### src/rtl/if_stage_bp.sv
// if_stage_bp: MIPS instruction fetch stage with IF/ID register
// and a 2-bit saturating-counter branch history table.
module if_stage_bp #(
    parameter int              PC_W     = 32,
    parameter int              BHT_IDX  = 3,
    parameter logic [PC_W-1:0] RESET_PC = '0
) (
    input  logic            clk,
    input  logic            clr,
    input  logic            stall,
    output logic [PC_W-1:0] imem_addr,
    input  logic [31:0]     imem_rdata,
    input  logic            ex_is_branch,
    input  logic [PC_W-1:0] ex_pc,
    input  logic            ex_taken,
    input  logic [PC_W-1:0] ex_target,
    input  logic            ex_pred_taken,
    output logic [31:0]     if_id_inst,
    output logic [PC_W-1:0] if_id_pc,
    output logic [PC_W-1:0] if_id_pc4,
    output logic            if_id_pred_taken,
    output logic            if_id_valid,
    output logic            id_flush,
    output logic [15:0]     mispredict_cnt
);

    localparam int BHT_N = 1 << BHT_IDX;

    logic [PC_W-1:0]    pc_q, pc_d;
    logic [PC_W-1:0]    pc4;
    logic [PC_W-1:0]    pred_target;
    logic [PC_W-1:0]    fix_pc;
    logic [PC_W-1:0]    imm_ext;
    logic [5:0]         opcode;
    logic               is_br;
    logic               pred_taken;
    logic               mispredict;
    logic [BHT_IDX-1:0] if_idx;
    logic [BHT_IDX-1:0] ex_idx;

    logic [1:0]         bht_q [BHT_N];
    logic [1:0]         bht_d [BHT_N];

    logic [31:0]        inst_q, inst_d;
    logic [PC_W-1:0]    ifpc_q, ifpc_d;
    logic [PC_W-1:0]    ifpc4_q, ifpc4_d;
    logic               pred_q, pred_d;
    logic               valid_q, valid_d;
    logic [15:0]        cnt_q, cnt_d;

    // rs/rt fields are not needed to predict a branch
    logic               unused_rdata;
    assign unused_rdata = ^imem_rdata[25:16];

    // Early decode of the fetched word and BHT lookup
    always_comb begin
        opcode      = imem_rdata[31:26];
        is_br       = (opcode == 6'b000100) || (opcode == 6'b000101);
        pc4         = pc_q + PC_W'(4);
        imm_ext     = {{(PC_W-18){imem_rdata[15]}}, imem_rdata[15:0], 2'b00};
        pred_target = pc4 + imm_ext;
        if_idx      = pc_q[BHT_IDX+1:2];
        pred_taken  = is_br && bht_q[if_idx][1];
    end

    // EX-stage resolution: detect a wrong guess and pick the repair PC
    always_comb begin
        ex_idx     = ex_pc[BHT_IDX+1:2];
        mispredict = ex_is_branch && (ex_taken != ex_pred_taken);
        fix_pc     = ex_taken ? ex_target : (ex_pc + PC_W'(4));
    end

    // Next PC: repair beats stall beats predicted-taken beats sequential
    always_comb begin
        pc_d = pc4;
        if (mispredict) begin
            pc_d = fix_pc;
        end else if (stall) begin
            pc_d = pc_q;
        end else if (pred_taken) begin
            pc_d = pred_target;
        end
    end

    // IF/ID register: squash on repair, hold on stall, else load
    always_comb begin
        inst_d  = inst_q;
        ifpc_d  = ifpc_q;
        ifpc4_d = ifpc4_q;
        pred_d  = pred_q;
        valid_d = valid_q;
        if (mispredict) begin
            inst_d  = '0;
            ifpc_d  = '0;
            ifpc4_d = '0;
            pred_d  = 1'b0;
            valid_d = 1'b0;
        end else if (!stall) begin
            inst_d  = imem_rdata;
            ifpc_d  = pc_q;
            ifpc4_d = pc4;
            pred_d  = pred_taken;
            valid_d = 1'b1;
        end
    end

    // Train the resolved branch's counter; stall does not block training
    always_comb begin
        for (int i = 0; i < BHT_N; i++) begin
            bht_d[i] = bht_q[i];
        end
        if (ex_is_branch) begin
            if (ex_taken) begin
                if (bht_q[ex_idx] != 2'b11) begin
                    bht_d[ex_idx] = bht_q[ex_idx] + 2'd1;
                end
            end else begin
                if (bht_q[ex_idx] != 2'b00) begin
                    bht_d[ex_idx] = bht_q[ex_idx] - 2'd1;
                end
            end
        end
    end

    // Saturating count of repairs
    always_comb begin
        cnt_d = cnt_q;
        if (mispredict && (cnt_q != 16'hFFFF)) begin
            cnt_d = cnt_q + 16'd1;
        end
    end

    // PC and IF/ID state
    always_ff @(posedge clk or posedge clr) begin
        if (clr) begin
            pc_q    <= RESET_PC;
            inst_q  <= '0;
            ifpc_q  <= '0;
            ifpc4_q <= '0;
            pred_q  <= 1'b0;
            valid_q <= 1'b0;
            cnt_q   <= '0;
        end else begin
            pc_q    <= pc_d;
            inst_q  <= inst_d;
            ifpc_q  <= ifpc_d;
            ifpc4_q <= ifpc4_d;
            pred_q  <= pred_d;
            valid_q <= valid_d;
            cnt_q   <= cnt_d;
        end
    end

    // BHT counters; reset to weakly not-taken
    always_ff @(posedge clk or posedge clr) begin
        if (clr) begin
            for (int i = 0; i < BHT_N; i++) begin
                bht_q[i] <= 2'b01;
            end
        end else begin
            for (int i = 0; i < BHT_N; i++) begin
                bht_q[i] <= bht_d[i];
            end
        end
    end

    assign imem_addr        = pc_q;
    assign if_id_inst       = inst_q;
    assign if_id_pc         = ifpc_q;
    assign if_id_pc4        = ifpc4_q;
    assign if_id_pred_taken = pred_q;
    assign if_id_valid      = valid_q;
    assign id_flush         = mispredict;
    assign mispredict_cnt   = cnt_q;

endmodule

### config.mk
export PLATFORM = sky130hd
export DESIGN_NAME = if_stage_bp
export DESIGN_NICKNAME = d
export VERILOG_FILES = /design/src/rtl/if_stage_bp.sv
export SDC_FILE = /design/constraint.sdc
export NUM_CORES = 1
export LEC_CHECK = 0
export ABC_AREA = 1
export CAP_MARGIN = 10
export CELL_PAD_IN_SITES_DETAIL_PLACEMENT = 1
export CELL_PAD_IN_SITES_GLOBAL_PLACEMENT = 2
export CORE_MARGIN = 8
export CORE_UTILIZATION = 31
export CTS_CLUSTER_DIAMETER = 60
export DETAILED_ROUTE_END_ITERATION = 6
export GPL_TIMING_DRIVEN = 0
export PLACE_DENSITY_LB_ADDON = 0.1
export SLEW_MARGIN = 20
export SYNTH_ARGS = -nofsm -noshare
export SYNTH_HDL_FRONTEND = slang
export SYNTH_SLANG_ARGS = --single-unit
### constraint.sdc
create_clock -name clk -period 9.65 [get_ports clk]
set_clock_uncertainty 0.15 [all_clocks]
set_input_delay 1.93 -clock clk [delete_from_list [all_inputs] [get_ports clk]]
set_output_delay 1.93 -clock clk [all_outputs]
set_load 0.01 [all_outputs]
Word level (Yosys, flattened, before mapping). Cells that the tools add are included.

Divide/modulo/power cells: 0. $add $sub $neg: 6. Multipliers: 0. Shifts and indexed selects: 0. Multiplexer cells: 27. Equality and inequality tests: 7. Bitwise operators: 2. Reductions and logical operators: 8. $lt $le $gt $ge: 3.

Operator list (number): $mux W32 (10); $add A32 B3 Y32 const B (2); $mux W16 (3); $add A32 B32 Y32 (1); $bwmux W16 (2); $add A16 B1 Y16 const B (1); $ne A16 B16 Y1 const B (1); $bmux W2 S3 (2); $eq A6 B3 Y1 const B (2); $mux W2 (5); $ge A4 B4 Y1 const B (2); $not A3 Y4 (2); $demux W2 S3 (1); $logic_and A1 B1 Y1 (4); $lt A4 B1 Y1 const B (1); $mux W1 (4); $ne A2 B1 Y1 const B (2); $reduce_bool A2 Y1 (2); $reduce_and A3 Y1 (1); $add A2 B1 Y2 const B (1); $ne A2 B2 Y1 const B (1); $sub A2 B1 Y2 const B (1); $logic_or A1 B1 Y1 (1); $ne A1 B1 Y1 (1).

Memories kept: 0. Output and inout port bits: 147. RAM bits: 0. Latch bits: 0. Register bits after elaboration: 162. Input port bits: 102. Memory bits (read-only): 0. Word-level logic and storage cells: 68.

Longest topological paths before layout.
Depth in word-level cells: 8. Gate-level depth with buffers: 25. Gate-level depth less buffers: 25.

Worst setup path after synthesis. No wires, ideal clock.

Path kind: input -> output. Start point: input port ex_taken. End point: output port id_flush. Path slack: 4.796 ns. Required time: 7.570 ns. Stages: 6. Path buffers: 3. Arrival time: 2.774 ns. Cell sequence: buf_2 > nand2_1 > nand2_1 > nor2_2 > buf_4 > buf_1.

Longest elaborated chain between the ends: 2.

Ends and longest elaborated chain: start, declared (RTL line 15) `input logic ex_taken,`; $ne A1 B1 Y1 (RTL line 69) `mispredict = ex_is_branch && (ex_taken != ex_pred_taken);`; $logic_and A1 B1 Y1 (RTL line 69); end, declared (RTL line 23) `output logic id_flush,`.

Every way passes these cells.

Worst setup path after layout.
Start point: input port ex_is_branch. End point: output port id_flush.

Longest elaborated chain between the ends: 1.

Ends and longest elaborated chain: start, declared (RTL line 13) `input logic ex_is_branch,`; $logic_and A1 B1 Y1 (RTL line 69).

Every way passes these cells.

==> metrics.md <==
| Metric | Value |
|---|---|
| CP Capture Point | `id_flush` |
| CTS H-tree lvls | `4` |
| Initial antenna violation count | `0` |
| Largest net degree at the start of global routing | `83` |
| Critical Path Source | `ex_is_branch` |
| Post-DP HPWL | `between 40,000 and 50,000 um` |
| Max IR drop VDD | `0.1512 mV` |
| Vias | `11,240` |
| Ant diodes | `0` |
| Share of cells above drive strength 1 | `under 10%` |
| Max-cap violations | `0` |
| WS Path Type | `input pin to output port` |
| Via density | `5.069` |
| Core box area | `0.03446 mm2` |
| Dominant cells by area after synthesis | `dfrtp_1, nand2_1, nor2_1, o21ai_0, inv_1` |
| Post_cts resized | `0` |
| Initial Util | `31.43%` |
| Worst slew pin tran | `slightly above 1 ns` |
| Yosys top cell by area | `dfrtp_1` |
| Top-count cell post-synth | `nand2_1` |
| Syn-to-layout area delta | `34.15%` |
| Pre-antenna DRT Iters | `5` |
| Clock insertion delay at the later pin of the skew report | `0.45 ns` |
| CTS tree | `yes` |
| Largest buffer count on any clock path | `2` |
| Max Fclk | `159.9 MHz` |
| Ports | `approximately 250` |
| Number of global-route vias before repair | `11,760` |
| Crit path arrival time | `between 4 and 5 ns` |
| Sequential fraction of the synthesis area | `37.06%` |
| CP required | `7.57 ns` |
| Yosys cell types | `57` |
| PwrDens | `a little over 200 mW/mm2` |
| Synth Cell Area | `0.01083 mm2` |
| Violation count after the first detailed-routing iteration | `626` |
| Critical Path Start Type | `input pin` |
| Total gr overflow | `0` |
| Worst-path clk slew | `~0.070 ns` |
| Slew Viols, Final | `0` |
| WHS | `0.3317 ns` |
| Die area | `0.04118 mm2` |
| Post-synth top area share | `a little over a third` |
| DRC viols | `0` |
| CP endpoint kind | `output port` |
| Fin. Hold Viols | `0` |
| Placer Congestion | `0.8826` |
| Warnings, synthesis | `0` |
| Clk root buf | `clkbuf_16` |
| TritonCTS Buffers | `17` |
| Power consumption | `between 0.002 and 0.003 W` |
| Hold WC Path Type | `flip-flop to flip-flop` |
| Final antenna-violating net count | `0` |
| FP Rows | `68` |
| R2R Setup Slk | `5.13 ns` |
| Die width | `202.9 um` |
| Sinks on Clock Net | `160` |
| GRT Overall Usage | `about a quarter` |
| Setup tns final | `0 ns` |
| Worst reg2reg path depth | `18` |
| Leak | `6.574 nW` |
| Outcome | `complete, no violations` |
| Reg-to-Reg Start | `imem_addr[4]$_DFFE_PP0N_` |
| Final min period | `approximately 6.3 ns` |
| Max-slew headroom | `30.75%` |
| Syn Inst Count | `1,483` |
| Filler instances | `4,268` |
| Number of synthesized flops with an enable pin | `0` |
| Final Setup Violations | `0` |
| Final nets | `1,892` |
| Port buffer count | `246` |
| Crit Path Max Fanout | `10` |
| Synth cell count leaders | `nand2_1, nor2_1, dfrtp_1` |
| Postcts setup bufs | `0` |
| Crit share post-route | `64.83%` |
| CTS hold repair buffers | `0` |
| Register bit total from synthesis | `160` |
| Reg2reg end | `imem_addr[30]$_DFFE_PP0N_` |
| RSZ-0062 raised after global routing | `false` |
| First-pass GRT wire length | `74,390 um` |
| Final wirelength | `49,240 um` |
| Ys async rst share | `100.0%` |
| Die H | `202.9 um` |
| Top FF cell, synth | `dfrtp_1` |
| Syn Nets | `1,626` |
| Average wire per standard cell | `about 22 um` |
| Syn avg cell area | `7.304 um2` |
cell type report:
type	instances	area (um2)	area share (%)
sequential	160	4014	27.62
clock inverter	14	192.7	1.326
tap	455	569.3	3.918
clock buffer	18	439.2	3.022
buffer	47	237.7	1.636
inverter	165	629.4	4.331
timing repair buffer	247	2490	17.14
multi-input combinational	1111	5958	41.01
per-stage QoR:
step / cell area (um2) / utilization (%) / cells / worst slack (ns)
after floorplan: 10830 / - / 1483 / 3.263
after detailed placement: 13900 / 40.33 / 2185 / 3.366
after global routing: 14530 / 42.17 / 2217 / 3.355
after CTS: 14530 / 42.17 / 2217 / 3.364
final: 14530 / 42.17 / 2217 / 3.394
after global placement: 13860 / 40.23 / 2184 / 0.6394
power breakdown:
part | switching (W) | internal [W]
sequential | 0.000141 | 0.000820
combinational | 0.000768 | 0.000505
clock | 0.000335 | 0.000402
total | 0.00124 | 0.00173
cell usage in the layout, fill, tap and decap left out, types with 4 or more instances in the layout:
cell type        count
buf_2               13
nor4_1               4
or2_0                4
xor2_1              29
nor3_2               7
nand2_2              5
ha_1                40
clkdlybuf4s50_1    246
nand3_2              5
a21o_1               4
nand3b_1             9
o21ai_1              7
a22o_1              39
nor2_2               5
or2_2                9
xnor2_1             17
o211ai_1             9
clkbuf_1            22
nand4_1             19
nor3_1              31
dfstp_2              8
nor2_1             161
o22ai_1              7
a22oi_1              5
dfrtp_1            152
inv_1              149
nand2_1            368
o21bai_1             5
clkbuf_16           17
o21ai_0            117
a31oi_1              9
nand3_1             72
inv_2               12
a21oi_1             91
buf_4                6
nor2_4               7
clkinv_4             4
routing by layer:
metal	vias to the layer above	global-route usage [%]	routed length, um
li1	5432	-	-
met1	5515	33.39	24120
met2	263	37.48	22070
met3	28	4.335	2417
met4	0	4.895	633
met5	-	0	0
worst max-delay path: stages:
cell and delay (ns):
clkdlybuf4s50_1 0.51, nand2_1 0.09, nor2_2 0.12, buf_4 0.28
buf_1 0.57, clkdlybuf4s50_1 0.68
worst min-delay path by stage:
| stage | endpoint | cells after the start | start |
|---|---|---|---|
| finish | if_id_pc[16]$_DFFE_PP0N_ | 2 | if_id_pc[16]$_DFFE_PP0N_ |
| global route | if_id_pc[14]$_DFFE_PP0N_ | 2 | if_id_pc[14]$_DFFE_PP0N_ |
| CTS | if_id_pc[16]$_DFFE_PP0N_ | 2 | if_id_pc[16]$_DFFE_PP0N_ |
| detailed placement | if_id_pc[24]$_DFFE_PP0N_ | 2 | if_id_pc[24]$_DFFE_PP0N_ |
| global placement | if_id_pc[9]$_DFFE_PP0N_ | 2 | if_id_pc[9]$_DFFE_PP0N_ |
| floorplan | bht_q[11]$_DFFE_PP0P_ | 2 | bht_q[11]$_DFFE_PP0P_ |
sequential cells by signal, indices dropped and copies added, names as in the netlist, named ones only:
signal,cells
bht_q,8
if_id_inst,32
if_id_pc,32
if_id_pc4,30
if_id_pred_taken,1
if_id_valid,1
imem_addr,32
mispredict_cnt,16
cells by family after synthesis:
family | synth area share (%)
mux | 0.09241
buf+inv | 7.936
xor+xnor | 3.870
fa+ha+maj | 4.805
flops | 37.06
simple gates | 29.93
compound gates | 16.31
(Power assumes the default switching activity.)
